`config.mk`:
```
export PLATFORM = sky130hd
export DESIGN_NAME = alu_nibble_seq
export DESIGN_NICKNAME = d
export VERILOG_FILES = /design/src/rtl/alu_pkg.sv /design/src/rtl/nibble_add.sv /design/src/rtl/alu_nibble_seq.sv
export SDC_FILE = /design/constraint.sdc
export NUM_CORES = 1
export LEC_CHECK = 0
export BUFFER_PORTS_ARGS = -buffer_cell sky130_fd_sc_hd__buf_2
export CAP_MARGIN = 20
export CORE_MARGIN = 5
export CORE_UTILIZATION = 30
export DETAILED_ROUTE_END_ITERATION = 7
export GPL_TIMING_DRIVEN = 1
export PLACE_DENSITY = 0.61
export SLEW_MARGIN = 20
export SYNTH_ARGS = -nofsm -noshare
export SYNTH_HDL_FRONTEND = slang
export SYNTH_HIERARCHICAL = 1
export SYNTH_SLANG_ARGS = --single-unit
export TNS_END_PERCENT = 30
```
`constraint.sdc`:
```
create_clock -name clk -period 7.01 [get_ports clk]
set_input_delay 0.701 -clock clk [delete_from_list [all_inputs] [get_ports clk]]
set_output_delay 0.701 -clock clk [all_outputs]
set_load 0.1 [all_outputs]
```
`src/rtl/alu_pkg.sv`:
```
// rtl/alu_pkg.sv - shared constants and state encoding for the nibble-serial ALU
package alu_pkg;

  localparam int NIB_W = 4;

  localparam logic OP_ADD = 1'b0;
  localparam logic OP_SUB = 1'b1;

  typedef enum logic [1:0] {
    ST_IDLE = 2'd0,
    ST_RUN  = 2'd1,
    ST_DONE = 2'd2
  } state_t;

endpackage

```
`src/rtl/nibble_add.sv`:
```
// rtl/nibble_add.sv - combinational 4-bit ripple adder exposing carry into and out of the top bit
module nibble_add
  import alu_pkg::*;
(
  input  logic [NIB_W-1:0] a,
  input  logic [NIB_W-1:0] b,
  input  logic             cin,
  output logic [NIB_W-1:0] s,
  output logic             c3,
  output logic             c4
);

  logic [NIB_W:0] c;

  always_comb begin
    c    = '0;
    s    = '0;
    c[0] = cin;
    for (int i = 0; i < NIB_W; i++) begin
      s[i]   = a[i] ^ b[i] ^ c[i];
      c[i+1] = (a[i] & b[i]) | (a[i] & c[i]) | (b[i] & c[i]);
    end
  end

  // c3 feeds the signed-overflow flag of the most significant nibble.
  assign c3 = c[NIB_W-1];
  assign c4 = c[NIB_W];

endmodule

```
`src/rtl/alu_nibble_seq.sv`:
```
// rtl/alu_nibble_seq.sv - WIDTH-bit add/subtract sequenced one nibble per cycle over a shared adder
module alu_nibble_seq
  import alu_pkg::*;
#(
  parameter int NIBBLES = 4
) (
  input  logic                     clk,
  input  logic                     rst,
  input  logic                     start,
  input  logic                     op,
  input  logic [NIB_W*NIBBLES-1:0] a,
  input  logic [NIB_W*NIBBLES-1:0] b,
  output logic                     busy,
  output logic                     done,
  output logic [NIB_W*NIBBLES-1:0] result,
  output logic                     of,
  output logic                     cf,
  output logic                     zf,
  output logic                     sf,
  output logic                     pf
);

  localparam int WIDTH = NIB_W * NIBBLES;
  localparam int IDX_W = (NIBBLES > 1) ? $clog2(NIBBLES) : 1;
  localparam logic [IDX_W-1:0] IDX_LAST = IDX_W'(NIBBLES - 1);

  state_t             state_q, state_d;
  logic [IDX_W-1:0]   idx_q, idx_d;
  logic               carry_q, carry_d;
  logic [WIDTH-1:0]   a_q, a_d;
  logic [WIDTH-1:0]   b_q, b_d;
  logic               op_q, op_d;
  logic [WIDTH-1:0]   result_q, result_d;
  logic               of_q, of_d;
  logic               cf_q, cf_d;
  logic               zf_q, zf_d;
  logic               sf_q, sf_d;
  logic               pf_q, pf_d;

  logic [NIB_W-1:0]   nib_a;
  logic [NIB_W-1:0]   nib_b;
  logic [NIB_W-1:0]   nib_s;
  logic               nib_c3;
  logic               nib_c4;

  // Subtraction is A + ~B + 1: B is inverted here and the +1 enters as the initial carry.
  assign nib_a = a_q[NIB_W*idx_q +: NIB_W];
  assign nib_b = b_q[NIB_W*idx_q +: NIB_W] ^ {NIB_W{op_q}};

  nibble_add u_nibble_add (
    .a   (nib_a),
    .b   (nib_b),
    .cin (carry_q),
    .s   (nib_s),
    .c3  (nib_c3),
    .c4  (nib_c4)
  );

  always_comb begin
    state_d  = state_q;
    idx_d    = idx_q;
    carry_d  = carry_q;
    a_d      = a_q;
    b_d      = b_q;
    op_d     = op_q;
    result_d = result_q;
    of_d     = of_q;
    cf_d     = cf_q;
    zf_d     = zf_q;
    sf_d     = sf_q;
    pf_d     = pf_q;

    case (state_q)
      ST_IDLE: begin
        if (start) begin
          a_d     = a;
          b_d     = b;
          op_d    = op;
          carry_d = op;
          idx_d   = '0;
          state_d = ST_RUN;
        end
      end

      ST_RUN: begin
        result_d[NIB_W*idx_q +: NIB_W] = nib_s;
        carry_d = nib_c4;
        if (idx_q == IDX_LAST) begin
          // Flags come from the completed result and the top nibble's carries.
          cf_d    = nib_c4 ^ op_q;
          of_d    = nib_c4 ^ nib_c3;
          sf_d    = result_d[WIDTH-1];
          zf_d    = ~|result_d;
          pf_d    = ^result_d;
          state_d = ST_DONE;
        end else begin
          idx_d = idx_q + IDX_W'(1);
        end
      end

      ST_DONE: begin
        state_d = ST_IDLE;
      end

      default: begin
        state_d = ST_IDLE;
      end
    endcase
  end

  always_ff @(posedge clk) begin
    if (rst) begin
      state_q  <= ST_IDLE;
      idx_q    <= '0;
      carry_q  <= 1'b0;
      a_q      <= '0;
      b_q      <= '0;
      op_q     <= OP_ADD;
      result_q <= '0;
      of_q     <= 1'b0;
      cf_q     <= 1'b0;
      zf_q     <= 1'b0;
      sf_q     <= 1'b0;
      pf_q     <= 1'b0;
    end else begin
      state_q  <= state_d;
      idx_q    <= idx_d;
      carry_q  <= carry_d;
      a_q      <= a_d;
      b_q      <= b_d;
      op_q     <= op_d;
      result_q <= result_d;
      of_q     <= of_d;
      cf_q     <= cf_d;
      zf_q     <= zf_d;
      sf_q     <= sf_d;
      pf_q     <= pf_d;
    end
  end

  assign busy   = (state_q == ST_RUN);
  assign done   = (state_q == ST_DONE);
  assign result = result_q;
  assign of     = of_q;
  assign cf     = cf_q;
  assign zf     = zf_q;
  assign sf     = sf_q;
  assign pf     = pf_q;

endmodule

```
==> results by stage <==
Critical path:
- At the worst endpoint, the required time is 7.26 ns.
- The signal on the critical path passes through mux4_2 > xor2_1 > inv_1 > fa_1 > inv_1 > fa_1 > fa_1 > inv_1 > fa_1 > inv_1 > a21oi_1 > ha_1 > xnor2_1 > xnor2_1 > xnor2_1 > a211oi_1.
- Of all nets on the critical path, the largest fanout is 16.
- The category of the critical setup timing path is reg -> reg.
- The largest stage delay on the critical path is 0.84 ns.
- The slowest cell on the critical path is sky130_fd_sc_hd__dfxtp_1.
- For the worst flop-to-flop path, the logic depth is 16.
- The startpoint type of the worst setup path is a register.
- The worst setup path is captured at a register.
- At the worst endpoint, the arrival time is just under 5 ns.

Synthesis:
- The flip-flop cell with the highest count after synthesis is sky130_fd_sc_hd__dfxtp_1.
- Yosys printed 6 warnings.
- The total nets after synthesis is slightly below 400.
- The average cell area after synthesis is about 8.6 um2.
- Measured against the total synthesized area, the mux share comes to 0.0688.
- The share of the Yosys chip area taken by registers is 0.403.
- Yosys instantiated no cell more often than sky130_fd_sc_hd__nand2_1.
- The dominant combinational cell family by area after synthesis is simple AND/OR/NAND/NOR gates.
- In the synthesized netlist, the number of instances is 342.
- Sorting the synthesized cells by area gives the leading types as sky130_fd_sc_hd__dfxtp_1 (40%), sky130_fd_sc_hd__nand2_1 (9.6%), sky130_fd_sc_hd__a21oi_1 (8.5%), sky130_fd_sc_hd__mux4_2 (6.2%), sky130_fd_sc_hd__ha_1 (6.0%).
- By count the netlist is led by sky130_fd_sc_hd__nand2_1 (75), sky130_fd_sc_hd__dfxtp_1 (59), sky130_fd_sc_hd__a21oi_1 (50).
- The xor and xnor fraction of the mapped netlist area is 0.0389.
- Counting flops and latches in the post-synthesis netlist gives ~60.
- The leading area contributor after synthesis is sky130_fd_sc_hd__dfxtp_1.
- The synthesized cell area is 2930 um2.
- The share of flip-flops with an asynchronous set or reset is 0.
- The post-synthesis adder-cell area fraction is 0.0871.
- The top cell type's share of synthesized area is 0.403.
- The fraction of the mapped netlist area in compound gates came to 0.149.
- In this run, synthesis inferred 0 flip-flops with an integrated enable.
- Counting distinct cell types in the post-synthesis netlist gives 29.
- Of the total synthesized cell area, the portion taken by AND, OR, NAND and NOR gates is 0.197.

Clock network:
- The number of post-CTS setup repair buffers is 0.
- The number of buffers added to fix hold violations after cts is 0.
- The number of buffers created by CTS is 9.
- Clock-pin slew was measured on the worst setup and hold paths at about 0.07 ns.
- The clock net in this run drives a total of between 50 and 60 sinks.
- After clock tree synthesis, the repair step resized 0 gates.
- The clock tree root buffer cell is sky130_fd_sc_hd__clkbuf_8.
- The clock latency reported for the late side of the worst-skew pair is about 0.34 ns.
- The maximum root-to-sink buffer count is 2.
- The clock tree from TritonCTS is done.
- The H-tree depth is 3.

Routing:
- In this run, the number of DRC markers left after iteration 0 of detailed routing was 82.
- The total routed wire length on the met1 layer is ~3.4 mm.
- The count of nets left with antenna violations once routing finished came out at 0.
- The remaining routing DRC violations is 0.
- The final routed wire length divided by cell count is 13.4 um.
- Summed over all layers, the routed wires come to roughly 7 mm.
- The uppermost metal layer occupied by signal nets is met4.
- The count of vias placed by the detailed router is ~2500.
- The met3 wirelength from detailed routing is around 300 um.
- The number of iterations in the first detailed-routing pass is 4.
- The met2 wire length is roughly 3.2 mm.
- The average via count per standard cell is 4.71.

GRT:
- The total overflow left after global routing is 0.
- The via count of the first global-routing pass is about 2400.
- The number of antenna violations at the first check in global routing came to 0.
- In the global route stage, overall resource usage came out at 0.127.
- The global-route wire length before repair is ~12 mm.
- Entering global routing, the biggest net connects 60 pins.

Power and ir drop:
- The worst supply voltage drop on vdd is ~0.12 mV.
- The standby leakage power is roughly 1.4 nW.
- The power density over cell area is 237 nW/um2.

Timing:
- The worst-case setup margin in the final layout is between 2 and 2.5 ns.
- Setup total negative slack on the finished layout was measured at 0 ns.
- The count of final hold-check violations is 0.
- The routed design could run at a clock period as short as ~4.6 ns.
- In the finished design, the share of the clock period the worst path needs comes to 0.655.
- The number of slew-limit violations in the final report is 0.
- The fmax is 218 MHz.
- Setup violations remaining at the end of the flow were counted as 0.
- At the pin with the least slew margin, the transition time is between 0.7 and 0.8 ns.
- Setup repair after global routing left no endpoint under its margin.
- The setup skew after layout is about 0.012 ns.
- Headroom to the max-slew limit came out at 0.474.

Floorplan:
- The number of placement rows is 36.
- The initial utilization of the core area, before any placement, comes to 0.304.
- The total area inside the core boundary comes to between 9000 and 10000 um2.
- The die is between 100 and 150 um wide.
- The die outline area is roughly 12000 um2.
- Measured along the y axis, the die boundary spans 109 um.
- The number of ports placed on the die boundary is 59.

Placed design:
- The number of port buffers is 58.
- The routability congestion estimate is ~0.80.
- The post-DP HPWL is between 5 and 6 mm.
- Counting tap cells, the placed design contains a total of between 500 and 600 instances.
- The placement-stage worst setup slack is roughly 2.4 ns.

Layout:
- The count of non-filler cells in the finished layout is 525.
- Compared with the post-synthesis result, the final layout area differs by 20.1%.
- The count of inserted antenna diode cells is 0.
- The total number of nets in the final design is 441.
- In the final layout, the share of cells above drive strength 1 is 0.224.

Job:
- The max-capacitance violation count is 0.

Outcome:
- The run finished with clean final reports.

Min path:
- The hold path depth is 2.
- The tightest min-delay check is of the reg -> reg type.
final cells by class:
| cell class | count | area, um2 |
|---|---|---|
| tap | 133 | 166 |
| multi-input combinational | 244 | 1590 |
| clock inverter | 7 | 76.3 |
| inverter | 12 | 45.0 |
| sequential | 59 | 1180 |
| clock buffer | 9 | 124 |
| timing repair buffer | 61 | 333 |
| fill | 1047 | 6120 |
power breakdown:
part	internal (mW)	switching, mW
registers	0.350	0.0132
clock network	0.166	0.146
logic	0.0599	0.0971
registers in the layout, summed over array words and instances (netlist names), 2 cells and up:
name	flops
result	16
a_q	16
state_q	2
b_q	16
idx_q	2
cell usage in the layout, fill, tap and decap left out:
master and count:
sky130_fd_sc_hd__clkbuf_8 9, sky130_fd_sc_hd__xor2_1 4, sky130_fd_sc_hd__mux2i_1 1, sky130_fd_sc_hd__a41oi_1 1, sky130_fd_sc_hd__or3_1 1, sky130_fd_sc_hd__inv_1 12
sky130_fd_sc_hd__and2_1 2, sky130_fd_sc_hd__nor2b_1 18, sky130_fd_sc_hd__clkinvlp_4 2, sky130_fd_sc_hd__nand4_1 2, sky130_fd_sc_hd__mux4_2 8, sky130_fd_sc_hd__fa_1 4
sky130_fd_sc_hd__nor3b_1 1, sky130_fd_sc_hd__a21oi_1 50, sky130_fd_sc_hd__nand2_2 1, sky130_fd_sc_hd__xnor2_1 9, sky130_fd_sc_hd__a22oi_1 1, sky130_fd_sc_hd__clkinv_4 1
sky130_fd_sc_hd__buf_4 2, sky130_fd_sc_hd__nand2_1 74, sky130_fd_sc_hd__clkinv_2 1, sky130_fd_sc_hd__nor2_1 28, sky130_fd_sc_hd__inv_6 2, sky130_fd_sc_hd__dfxtp_1 59
sky130_fd_sc_hd__bufinv_16 1, sky130_fd_sc_hd__nor3b_4 1, sky130_fd_sc_hd__a211oi_1 5, sky130_fd_sc_hd__and4_1 2, sky130_fd_sc_hd__buf_16 1, sky130_fd_sc_hd__a32oi_1 15
sky130_fd_sc_hd__mux2_2 1, sky130_fd_sc_hd__and4b_1 1, sky130_fd_sc_hd__buf_2 58, sky130_fd_sc_hd__ha_1 14
cell families after synthesis:
group                      count (synthesis)
AOI/OAI and AO/OA                         72
xor gates and xnor gates                  13
adders and majority gates                 18
buffers and inverters                     39
DFF                                       59
muxes                                     10
and+or+nand+nor                          131
worst max-delay path: cells and delay by family (launching register included):
family | cells | cell delay [ns]
buffers and inverters | 4 | 0.46
adders and majority gates | 5 | 1.66
xor gates and xnor gates | 4 | 0.58
muxes | 1 | 0.60
AOI/OAI and AO/OA | 2 | 0.35
DFF | 1 | 0.84
per-stage QoR:
stage	utilization	instance area, um2	hold WS (ns)	total power, mW
final	0.365	3520	0.457	0.832
after global routing	0.365	3520	0.483	0.879
after CTS	0.362	3490	0.458	0.839
after detailed placement	0.341	3290	0.447	0.526
after global placement	0.341	3290	0.441	0.523
after floorplan	-	2930	0.433	0.489
path summary, 6_finish.rpt:
check	start	to	slack, ns
max	idx_q[0]	pf	2.42
min	b_q[8]	b_q[8]	0.46
max reg2reg	idx_q[0]	pf	2.42
min reg2reg	b_q[8]	b_q[8]	0.46
metal layers:
layer  up-vias  GRT usage
met3        11     0.0361
met5         -          0
li1       1253          -
met2        56      0.192
met4         0     0.0433
met1      1153      0.173
(Power assumes the default switching activity.)
